$ cat src/rtl/intr_src_unit.sv
// rtl/intr_src_unit.sv - machine interrupt source unit: 64-bit timer/compare, external latch, UART gate (option INTR_EXT_EDGE_EN)
module intr_src_unit #(
    parameter int PRESCALE = 1,
    parameter int DATA_W   = 32
) (
    input  logic              clk,
    input  logic              reset,
    input  logic [4:0]        addr,
    input  logic              wr_en,
    input  logic              rd_en,
    input  logic [DATA_W-1:0] wdata,
    output logic [DATA_W-1:0] rdata,
    input  logic              ext_irq,
    input  logic              uart_irq,
    output logic [31:0]       excep
);

    // Word indices of the register map (addr[4:2]).
    localparam logic [2:0] REG_MTIME_LO    = 3'd0;
    localparam logic [2:0] REG_MTIME_HI    = 3'd1;
    localparam logic [2:0] REG_MTIMECMP_LO = 3'd2;
    localparam logic [2:0] REG_MTIMECMP_HI = 3'd3;
    localparam logic [2:0] REG_IRQ_PEND    = 3'd4;
    localparam logic [2:0] REG_IRQ_EN      = 3'd5;

    // Bit positions of the three sources in mip/excep.
    localparam int BIT_TIMER = 7;
    localparam int BIT_EXT   = 11;
    localparam int BIT_UART  = 16;

    localparam logic [15:0] PCNT_MAX = 16'(PRESCALE - 1);

    logic [2:0]  reg_idx;
    logic        wr_mtime_lo;
    logic        wr_mtime_hi;
    logic        wr_cmp_lo;
    logic        wr_cmp_hi;
    logic        wr_pend;
    logic        wr_en_reg;

    logic [15:0] pcnt;
    logic        tick;
    logic [31:0] mtime_lo;
    logic [31:0] mtime_hi;
    logic [63:0] mtime_inc;
    logic [31:0] cmp_lo;
    logic [31:0] cmp_hi;
    logic        timer_pend;

    logic        ext_s1;
    logic        ext_s2;
    logic        ext_pend;
    logic        ext_clr;

    logic        uart_pend;

    logic        en_timer;
    logic        en_ext;
    logic        en_uart;

    logic        excep_timer;
    logic        excep_ext;
    logic        excep_uart;

    logic        unused_addr;

    assign reg_idx     = addr[4:2];
    assign unused_addr = &{1'b0, addr[1:0]};

    assign wr_mtime_lo = wr_en && (reg_idx == REG_MTIME_LO);
    assign wr_mtime_hi = wr_en && (reg_idx == REG_MTIME_HI);
    assign wr_cmp_lo   = wr_en && (reg_idx == REG_MTIMECMP_LO);
    assign wr_cmp_hi   = wr_en && (reg_idx == REG_MTIMECMP_HI);
    assign wr_pend     = wr_en && (reg_idx == REG_IRQ_PEND);
    assign wr_en_reg   = wr_en && (reg_idx == REG_IRQ_EN);

    // ------------------------------------------------------------------
    // Prescaler and 64-bit timer
    // ------------------------------------------------------------------
    assign tick      = (pcnt == PCNT_MAX);
    assign mtime_inc = {mtime_hi, mtime_lo} + 64'd1;

    // Prescaler free-runs 0..PRESCALE-1; mtime writes deliberately do not touch it.
    always_ff @(posedge clk or posedge reset) begin
        if (reset) begin
            pcnt <= 16'd0;
        end else if (tick) begin
            pcnt <= 16'd0;
        end else begin
            pcnt <= pcnt + 16'd1;
        end
    end

    // mtime: a software write owns its half and suppresses the tick for the whole 64 bits.
    always_ff @(posedge clk or posedge reset) begin
        if (reset) begin
            mtime_lo <= 32'd0;
            mtime_hi <= 32'd0;
        end else if (wr_mtime_lo) begin
            mtime_lo <= wdata;
        end else if (wr_mtime_hi) begin
            mtime_hi <= wdata;
        end else if (tick) begin
            mtime_lo <= mtime_inc[31:0];
            mtime_hi <= mtime_inc[63:32];
        end
    end

    // mtimecmp resets to all ones so no timer interrupt is pending out of reset.
    always_ff @(posedge clk or posedge reset) begin
        if (reset) begin
            cmp_lo <= 32'hFFFF_FFFF;
            cmp_hi <= 32'hFFFF_FFFF;
        end else begin
            if (wr_cmp_lo) begin
                cmp_lo <= wdata;
            end
            if (wr_cmp_hi) begin
                cmp_hi <= wdata;
            end
        end
    end

    assign timer_pend = ({mtime_hi, mtime_lo} >= {cmp_hi, cmp_lo});

    // ------------------------------------------------------------------
    // External interrupt
    // ------------------------------------------------------------------
    assign ext_clr = wr_pend && wdata[BIT_EXT];

    // Two-flop synchronizer for the asynchronous ext_irq line.
    always_ff @(posedge clk or posedge reset) begin
        if (reset) begin
            ext_s1 <= 1'b0;
            ext_s2 <= 1'b0;
        end else begin
            ext_s1 <= ext_irq;
            ext_s2 <= ext_s1;
        end
    end

`ifdef INTR_EXT_EDGE_EN
    logic ext_s3;
    logic ext_rise;

    assign ext_rise = ext_s2 && !ext_s3;

    // Edge-triggered pending latch: a synchronized rise sets it, W1C clears it, set has priority.
    always_ff @(posedge clk or posedge reset) begin
        if (reset) begin
            ext_s3   <= 1'b0;
            ext_pend <= 1'b0;
        end else begin
            ext_s3 <= ext_s2;
            if (ext_rise) begin
                ext_pend <= 1'b1;
            end else if (ext_clr) begin
                ext_pend <= 1'b0;
            end
        end
    end
`else
    logic unused_ext_clr;

    assign unused_ext_clr = ext_clr;

    // Level mode: pending simply follows the synchronized line; W1C has nothing to clear.
    always_comb begin
        ext_pend = ext_s2;
    end
`endif

    // ------------------------------------------------------------------
    // UART, enables and registered output vector
    // ------------------------------------------------------------------
    assign uart_pend = uart_irq;

    // IRQ_EN keeps only the three implemented enable bits.
    always_ff @(posedge clk or posedge reset) begin
        if (reset) begin
            en_timer <= 1'b0;
            en_ext   <= 1'b0;
            en_uart  <= 1'b0;
        end else if (wr_en_reg) begin
            en_timer <= wdata[BIT_TIMER];
            en_ext   <= wdata[BIT_EXT];
            en_uart  <= wdata[BIT_UART];
        end
    end

    // Masked pending bits are registered once before leaving the block.
    always_ff @(posedge clk or posedge reset) begin
        if (reset) begin
            excep_timer <= 1'b0;
            excep_ext   <= 1'b0;
            excep_uart  <= 1'b0;
        end else begin
            excep_timer <= timer_pend && en_timer;
            excep_ext   <= ext_pend && en_ext;
            excep_uart  <= uart_pend && en_uart;
        end
    end

    always_comb begin
        excep            = 32'd0;
        excep[BIT_TIMER] = excep_timer;
        excep[BIT_EXT]   = excep_ext;
        excep[BIT_UART]  = excep_uart;
    end

    // ------------------------------------------------------------------
    // Read mux: combinational, zero when not reading or unmapped
    // ------------------------------------------------------------------
    always_comb begin
        rdata = '0;
        if (rd_en) begin
            case (reg_idx)
                REG_MTIME_LO:    rdata = mtime_lo;
                REG_MTIME_HI:    rdata = mtime_hi;
                REG_MTIMECMP_LO: rdata = cmp_lo;
                REG_MTIMECMP_HI: rdata = cmp_hi;
                REG_IRQ_PEND: begin
                    rdata[BIT_TIMER] = timer_pend;
                    rdata[BIT_EXT]   = ext_pend;
                    rdata[BIT_UART]  = uart_pend;
                end
                REG_IRQ_EN: begin
                    rdata[BIT_TIMER] = en_timer;
                    rdata[BIT_EXT]   = en_ext;
                    rdata[BIT_UART]  = en_uart;
                end
                default:         rdata = '0;
            endcase
        end
    end

endmodule
$ cat config.mk
export PLATFORM = sky130hd
export DESIGN_NAME = intr_src_unit
export DESIGN_NICKNAME = d
export VERILOG_FILES = /design/src/rtl/intr_src_unit.sv
export SDC_FILE = /design/constraint.sdc
export NUM_CORES = 1
export LEC_CHECK = 0
export ABC_AREA = 1
export CORE_MARGIN = 2
export CORE_UTILIZATION = 54
export CTS_BUF_LIST = sky130_fd_sc_hd__clkbuf_2
export CTS_CLUSTER_DIAMETER = 150
export CTS_CLUSTER_SIZE = 28
export DETAILED_ROUTE_END_ITERATION = 6
export GPL_ROUTABILITY_DRIVEN = 0
export PLACE_DENSITY = 0.86
export SYNTH_ARGS = -nofsm -noshare
export SYNTH_HDL_FRONTEND = slang
export SYNTH_SLANG_ARGS = --single-unit
$ cat constraint.sdc
create_clock -name clk -period 4.15 [get_ports clk]
set_input_delay 0.415 -clock clk [delete_from_list [all_inputs] [get_ports clk]]
set_output_delay 0.415 -clock clk [all_outputs]
set_load 0.01 [all_outputs]
; After elaboration in Yosys (flattened, before gate mapping)
; Index checks and enable logic that the tools add are counted.
[word_totals]
latchBits = 0
memories = 0
ramBits = 0
romBits = 0
output_inout_bits = 64
reg_bits = 152
[classes]
mux = 14
n_eq_ne = 6
div = 0
order_cmp = 1
reduce_logical = 14
n_addsub = 2
n_shift = 0
n_bitwise = 1
multipliers = 0
[ops]
columns = operator, n
row1 = $mux 32, 6
row2 = $add 64x1->64 const B, 1
row3 = $ge 64x64->1, 1
row4 = $pmux 15 s4, 1
row5 = $pmux 7 s4, 1
row6 = $pmux 1 s6, 3
row7 = $add 16x1->16 const B, 1
row8 = $logic_not 16->1, 1
row9 = $mux 16, 1
row10 = $pmux 4 s4, 1
row11 = $pmux 3 s4, 1
row12 = $logic_and 1x1->1, 8
row13 = $eq 3x2->1 const B, 2
row14 = $eq 3x3->1 const B, 2
row15 = $reduce_and 2->1, 2
row16 = $reduce_bool 2->1, 2
row17 = $eq 3x1->1 const B, 1
row18 = $logic_not 3->1, 1
row19 = $ne 2x2->1 const B, 1
row20 = $not 1->1, 1

; Depth between registers and ports, before layout
; Gate-level depths: netlist of run 1.
[depth]
ltp_word = 4
mapped_depth = 17
depth_no_buf = 17

; Least setup slack after synthesis of run 1
; OpenSTA, ideal clock, no wires.
[synth_timing]
kind = flip-flop to output port
start = reg cmp_hi[23]
end = out rdata[7]
setup_slack_ns = 1.945
arrival_ns = 1.790
n_path_buf = 0
stages_incl_launch_ff = 14
path_cell_list = dfstp_2 inv_1 ha_1 nand2_1 nor2_1 nor3b_1 nand2_1 nor2_1 nand2_1 nand2_1 nor2_1 nand2_1 nand2_1 a21oi_1
[synth_via]
elab_chain_len = 3
[synth_rtl]
columns = element, line
row1 = from (decl), 47  ; logic [31:0] cmp_hi;
row2 = from (signal assigned), 119  ; cmp_hi <= wdata;
row3 = $ge 64x64->1, 124  ; assign timer_pend = ({mtime_hi, mtime_lo} >= {cmp_hi, cmp_lo});
row4 = $pmux 1 s6, 217  ; case (reg_idx)
row5 = $mux 32, 216  ; if (rd_en) begin
row6 = to (decl), 12  ; output logic [DATA_W-1:0] rdata,
; Every way passes these cells.

; Worst setup path in the final report of run 1
[layout_timing]
start = reg cmp_lo[31]
end = out rdata[7]
[layout_via]
elab_chain_len = 3
[layout_rtl]
columns = element, line
row1 = from (decl), 46  ; logic [31:0] cmp_lo;
row2 = from (signal assigned), 116  ; cmp_lo <= wdata;
row3 = $ge 64x64->1, 124
row4 = $pmux 1 s6, 217
row5 = $mux 32, 216
; Every way passes these cells.

==> flow_metrics.py, run 1 <==
metrics = {
    "outcome": {
        "status": "finished with violations",
        "failed_checks": "design-rule violations",
    },
    "logic_synthesis": {
        "synth.distinct_cells": 42,
        "syn_area_per_cell_um2": 7.07,
        "synth.cell_area_mm2": 0.0112,
        "ys.flop_type": "dfrtp_1",
        "synth_edf_count": 0,
        "ys_seq_area_share_pct": 34.6,
        "synth_cells": 1587,
        "yosysWarnings": 0,
        "synthArstFlopShare_pct": 100,
        "synth_seq_cells": 152,
    },
    "sta": {
        "fmax_ghz": 0.253,
        "setup_viol": 0,
        "hold_violations": 0,
        "worst_pin_slew_ns": 1.11,
        "slew_violations": 0,
        "finClkSkew_ns": 0.0440,
        "timing.final.crit_share_pct": 95.4,
        "slew_headroom_pct": 26.0,
        "hold-worst-slack_ns": 0.158,
        "period_needed_ns": 3.96,
        "setup_tns_ns": 0,
    },
    "critical_path": {
        "arrival_ns": 3.54,
        "critPathMostFrequentCell": "nand2_1",
        "reg2reg_to": "mtime_hi[30]",
        "slowest_stage": "dfstp_2",
        "crit_chain": "inv_1 -> ha_1 -> nand2_1 -> nor2_2 -> nand2_1 -> nor2_2 -> nand2_1 -> nand2_1 -> nor2_1 -> nand2_1 -> nand2_1 -> nand2_1 -> nand2_1 -> a21oi_1 -> clkdlybuf4s50_1",
        "cp_slowest_stage_delay_ns": 0.59,
        "startpoint_type": "register",
        "regToRegStartpoint": "mtime_lo[1]",
        "required_ns": 3.73,
        "ff2ff_setup_slack_ns": 1.52,
        "path_class": "reg -> out",
        "crit_path_end_kind": "output pin",
        "worstPathMaxFanout": 3,
        "ff2ff_path_depth": 10,
    },
    "cts": {
        "cts_setup_buffers": 0,
        "cts_buffers": 17,
        "clock_path_buffers": 2,
        "clk_latency_ns": 0.82,
        "cts_max_level": 4,
        "clock-root-buffer": "clkbuf_2",
        "tritoncts": "done",
        "clock-sinks": 152,
        "clk_pin_slew_ns": 0.24,
    },
    "min_path": {
        "hold_path_end": "excep_uart",
        "min_path_cells": 3,
        "min_path_type": "in -> reg",
        "hp-start": "uart_irq",
    },
    "floorplan": {
        "die_y_um": 148,
        "die_area_mm2": 0.0219,
        "rows": 52,
        "pin_count": 107,
        "die_x_um": 148,
        "start_util_pct": 55.3,
        "core_area_mm2": 0.0203,
    },
    "grt": {
        "grt_pass1_wl_mm": 55.5,
        "grt_overflow": 0,
        "track_usage_pct": 31.8,
        "grt_pass1_vias": 10853,
        "grt_max_degree": 85,
        "grt_antenna_before_repair": 1,
    },
    "detailed_routing": {
        "drc_errors": 1,
        "drt-total-wl_mm": 34.1,
        "viasPerCell": 5.93,
        "post_drt_wl_per_cell_um": 17.7,
        "first_pass_iters": 7,
        "vias": 11412,
        "ant_nets": 0,
        "drt_iter0_markers": 1586,
    },
    "power_and_ir_drop": {
        "vdd_ir_drop_max_mv": 0.221,
        "power_density_mw_per_mm2": 416,
        "finalPower_mw": 5.13,
        "leakagePower_nw": 5.74,
    },
    "cells_and_area": {
        "layout-drive-gt1-share_pct": 8.89,
        "seqCellArea_mm2": 0.00388,
        "final_nets": 1751,
        "multi_input_area_mm2": 0.00602,
        "area_growth_pct": 9.93,
        "fill_cells": 1847,
    },
    "placed_design": {
        "dp.final_hpwl_mm": 25.3,
        "port_buffers": 75,
    },
    "run": {
        "cap_violations": 0,
    },
}
## cells in the mapped netlist, drive strengths merged, types with 31 or more instances
master    n  area share [%]
nand2   350              12
inv     252             8.4
o21ai   167             7.4
nor2    161             5.8
dfrtp    88              20
nand3    73             3.3
ha       67             7.5
a21oi    65             3.0
dfstp    64              15
buf      54             3.4
nor3     45             2.3
o22ai    36             2.0
xor2     36             2.8
nand4    31             1.7
## per-stage QoR
step	cells	utilization, %	instance area (µm²)	worst slack, ns
after floorplan	1615	-	11300	1.87
after global placement	1890	59.4	12000	0.644
after detailed placement	1890	59.4	12000	0.516
after CTS	1924	60.7	12300	0.123
after global routing	1925	60.8	12300	-0.00274
final	1925	60.8	12300	0.191
## flip-flops by register name (all words and copies together), names as in the netlist
signal and count:
ext_s1 1, excep_ext 1, mtime_lo 32, en_uart 1, en_ext 1, en_timer 1
mtime_hi 32, ext_pend 1, pcnt 16, excep_uart 1, cmp_lo 32, cmp_hi 32
excep_timer 1
## where the power goes
part,leakage [nW],total [mW],switching [mW],internal [mW]
logic,3.85,1.96,1.22,0.737
registers,1.74,2.26,0.384,1.87
clock network,0.148,0.919,0.627,0.292
total,5.74,5.13,2.23,2.90
## critical path, delay by kind of cell, from the launching register on
kind                       cells  cell delay (ns)
and+or+nand+nor               11             1.12
DFF                            1             0.59
buffers and inverters          2             0.62
adders and majority gates      1             0.28
AOI/OAI and AO/OA              1             0.14
## worst max path at each step
stage	startpoint	slack, ns	to	cells after the start
6_report	cmp_lo[31]	0.19	rdata[7]	15
5_1_grt	cmp_hi[23]	-0.003	rdata[7]	12
3_5_place_dp	addr[2]	0.52	mtime_lo[30]	11
4_1_cts	cmp_lo[31]	0.12	rdata[7]	15
3_3_place_gp	addr[2]	0.64	mtime_lo[23]	11
2_1_floorplan	reset	1.87	en_ext	1
## layer usage
| layer | vias up | GRT usage, % | wire (µm) |
|---|---|---|---|
| li1 | 5265 | - | - |
| met1 | 5198 | 42.6 | 13400 |
| met2 | 788 | 47.7 | 14700 |
| met3 | 161 | 9.11 | 4210 |
| met4 | 0 | 14.9 | 1750 |
| met5 | - | 0 | 0 |
## layout by cell type (no fill, tap or decap), drive strengths merged
master	netlist	routed
a21o	2	2
a21oi	65	65
a221oi	30	30
a22oi	3	3
a41oi	1	1
and2	1	1
buf	54	14
bufinv	0	2
clkbuf	30	17
clkdlybuf4s50	0	75
clkinv	0	4
clkinvlp	0	2
conb	1	29
dfrtp	88	88
dfstp	64	64
diode	0	1
dlygate4sd3	0	2
ha	67	67
inv	252	259
nand2	350	350
nand3	73	73
nand3b	2	2
nand4	31	31
nor2	161	161
nor3	45	45
nor3b	1	1
nor4	5	5
o211ai	18	18
o21ai	167	167
o22ai	36	36
or2	3	3
xnor2	1	1
xor2	36	36
## cells by family (layout without fill, tap and decap cells)
kind of cell / after synthesis / in the layout / share of synthesized area (%)
AND/OR/NAND/NOR: 672 / 672 / 25.7
buffers and inverters: 336 / 375 / 12.8
AO/OA/AOI/OAI: 322 / 322 / 16.4
flip-flops: 152 / 152 / 34.6
adder cells (fa/ha/maj): 67 / 67 / 7.47
XOR/XNOR: 37 / 37 / 2.89
other: 1 / 30 / 0.0334
## timing repair
| item | 4_1_cts | 5_1_grt |
|---|---|---|
| setup endpoints to repair | 0 | 1 |
| endpoints found under the hold margin | 10 | 0 |
| hold buffers | 2 | 0 |
| resized for setup | 0 | 4 |
## final cells by class
cell class | count | share of cell area, %
multi-input combinational | 1127 | 48.8
clock inverter | 15 | 1.31
tap | 270 | 2.74
inverter | 252 | 7.70
clock buffer | 17 | 0.690
sequential | 152 | 31.5
timing repair buffer | 91 | 7.20
antenna | 1 | 0.0203
Note: power is estimated with default switching activity, not from simulation.
==> inputs of run 2 (changes only) <==
--- a/config.mk
+++ b/config.mk
@@ -6,6 +6,8 @@
 export NUM_CORES = 1
 export LEC_CHECK = 0
 export ABC_AREA = 1
+export CAP_MARGIN = 20
+export CORE_ASPECT_RATIO = 0.75
 export CORE_MARGIN = 2
 export CORE_UTILIZATION = 54
 export CTS_BUF_LIST = sky130_fd_sc_hd__clkbuf_2
@@ -14,6 +16,7 @@
 export DETAILED_ROUTE_END_ITERATION = 6
 export GPL_ROUTABILITY_DRIVEN = 0
 export PLACE_DENSITY = 0.86
+export SETUP_SLACK_MARGIN = 0.5
 export SYNTH_ARGS = -nofsm -noshare
 export SYNTH_HDL_FRONTEND = slang
 export SYNTH_SLANG_ARGS = --single-unit
==> flow_metrics.py, run 2 (synthesis gave the netlist of run 1 again) <==
metrics = {
    "critical_path": {
        "ff2ff_setup_slack_ns": 1.29,
        "required_ns": 3.73,
        "startpoint_type": "register",
        "worstPathMaxFanout": 3,
        "arrival_ns": 3.07,
        "path_class": "reg -> out",
        "crit_path_end_kind": "output pin",
    },
    "floorplan": {
        "die_y_um": 129,
        "start_util_pct": 55.2,
        "die_x_um": 170,
        "die_area_mm2": 0.0220,
        "pin_count": 107,
        "core_area_mm2": 0.0203,
        "rows": 45,
    },
    "grt": {
        "grt_antenna_before_repair": 1,
        "track_usage_pct": 32.7,
        "grt_max_degree": 153,
        "grt_pass1_wl_mm": 55.4,
        "grt_overflow": 0,
        "grt_pass1_vias": 10638,
    },
    "detailed_routing": {
        "vias": 11682,
        "viasPerCell": 6.03,
        "ant_nets": 0,
        "drt_iter0_markers": 1843,
        "drc_errors": 168,
        "first_pass_iters": 7,
        "drt-total-wl_mm": 35.9,
        "post_drt_wl_per_cell_um": 18.5,
    },
    "sta": {
        "slew_violations": 0,
        "finClkSkew_ns": 0.0321,
        "period_needed_ns": 3.48,
        "setup_tns_ns": 0,
        "worst_pin_slew_ns": 0.852,
        "slew_headroom_pct": 42.7,
        "timing.final.crit_share_pct": 84.0,
        "fmax_ghz": 0.287,
        "rsz0062_at_grt": "no",
        "setup_viol": 0,
        "hold_violations": 0,
    },
    "power_and_ir_drop": {
        "vdd_ir_drop_max_mv": 0.201,
        "leakagePower_nw": 5.76,
        "power_density_mw_per_mm2": 417,
    },
    "cells_and_area": {
        "diodes": 0,
        "post-route-util_pct": 61.0,
        "fin_cells": 1937,
        "final_common_cell": "nand2_1",
        "design_area_mm2": 0.0124,
        "final_nets": 1752,
        "area_growth_pct": 10.4,
        "final_cell_mix": "nand2_1, inv_1, o21ai_0, nor2_1, dfrtp_1",
        "layout-drive-gt1-share_pct": 9.73,
        "fill_cells": 1857,
    },
    "placed_design": {
        "place_area_mm2": 0.0121,
        "port_buffers": 75,
        "dp.final_hpwl_mm": 26.0,
        "dp_cells": 1902,
    },
    "cts": {
        "clock-root-buffer": "clkbuf_2",
        "clock-sinks": 152,
        "cts_buffers": 17,
        "clock_path_buffers": 2,
        "clk_latency_ns": 0.79,
        "tritoncts": "done",
        "cts_max_level": 4,
        "clk_pin_slew_ns": 0.24,
    },
    "outcome": {
        "failed_checks": "design-rule violations",
        "status": "finished with violations",
    },
    "min_path": {
        "min_path_type": "in -> async",
    },
    "run": {
        "cap_violations": 0,
    },
}
## run 2: worst paths after layout
path | startpoint | depth (start not counted) | end
worst max register to register | mtime_lo[1] | 10 | mtime_hi[26]
worst max-delay path | cmp_lo[31] | 13 | rdata[7]
min in group clk | uart_irq | 3 | excep_uart
max in group asynchronous | reset | 3 | mtime_lo[28]
worst min-delay path | reset | 3 | excep_ext
worst min register to register | ext_s1 | 0 | ext_pend
## run 2: power by group
group          switching, mW  internal (mW)
combinational           1.27          0.746
clock                  0.590          0.282
sequential             0.409           1.87
total                   2.27           2.90
## run 2: area by class of cell
class	count	area (µm²)	share of cell area (%)
clock buffers	20	100	0.808
well taps	282	353	2.85
inverters	252	950	7.66
repair buffers	92	901	7.27
flip-flops and latches	152	3880	31.3
clock inverters	12	126	1.02
multi-input cells	1127	6080	49.0
## run 2: per-layer routing
layer | GRT usage (%) | wire length [µm] | share of wire, %
met5 | 0 | 19 | 0.053
met4 | 11.2 | 1330 | 3.7
met3 | 12.3 | 5490 | 15
met2 | 47.6 | 14700 | 41
met1 | 44.9 | 14300 | 40
## run 2: repair_timing
| item | in CTS | in global routing |
|---|---|---|
| gates resized for setup | 8 | 15 |
| buffers inserted | 0 | 1 |
| hold endpoints to repair | 0 | 1 |
| pin swaps | 0 | 3 |
| setup endpoints to repair | 1 | 1 |
| hold buffers | 0 | 1 |
## run 2: worst max-delay path, stage by stage, from the launching register on
cell and delay, ns:
dfstp_2 0.60, inv_1 0.05, ha_1 0.29, nand2_1 0.14, o21ai_0 0.14, a21oi_2 0.24
nand2_1 0.10, nor2_1 0.16, nand2_1 0.07, nand2_1 0.12, nand2_1 0.06, nand2_1 0.08
a21oi_2 0.06, buf_2 0.17
## run 2: stage by stage
step                      power, mW  worst slack [ns]  hold WS (ns)
after floorplan                3.55              1.87         0.331
after global placement         4.08             0.983         0.338
after detailed placement       4.18             0.885         0.335
after CTS                      5.05             0.514        0.0116
after global routing           5.51             0.508         0.129
final                          5.17             0.666         0.174
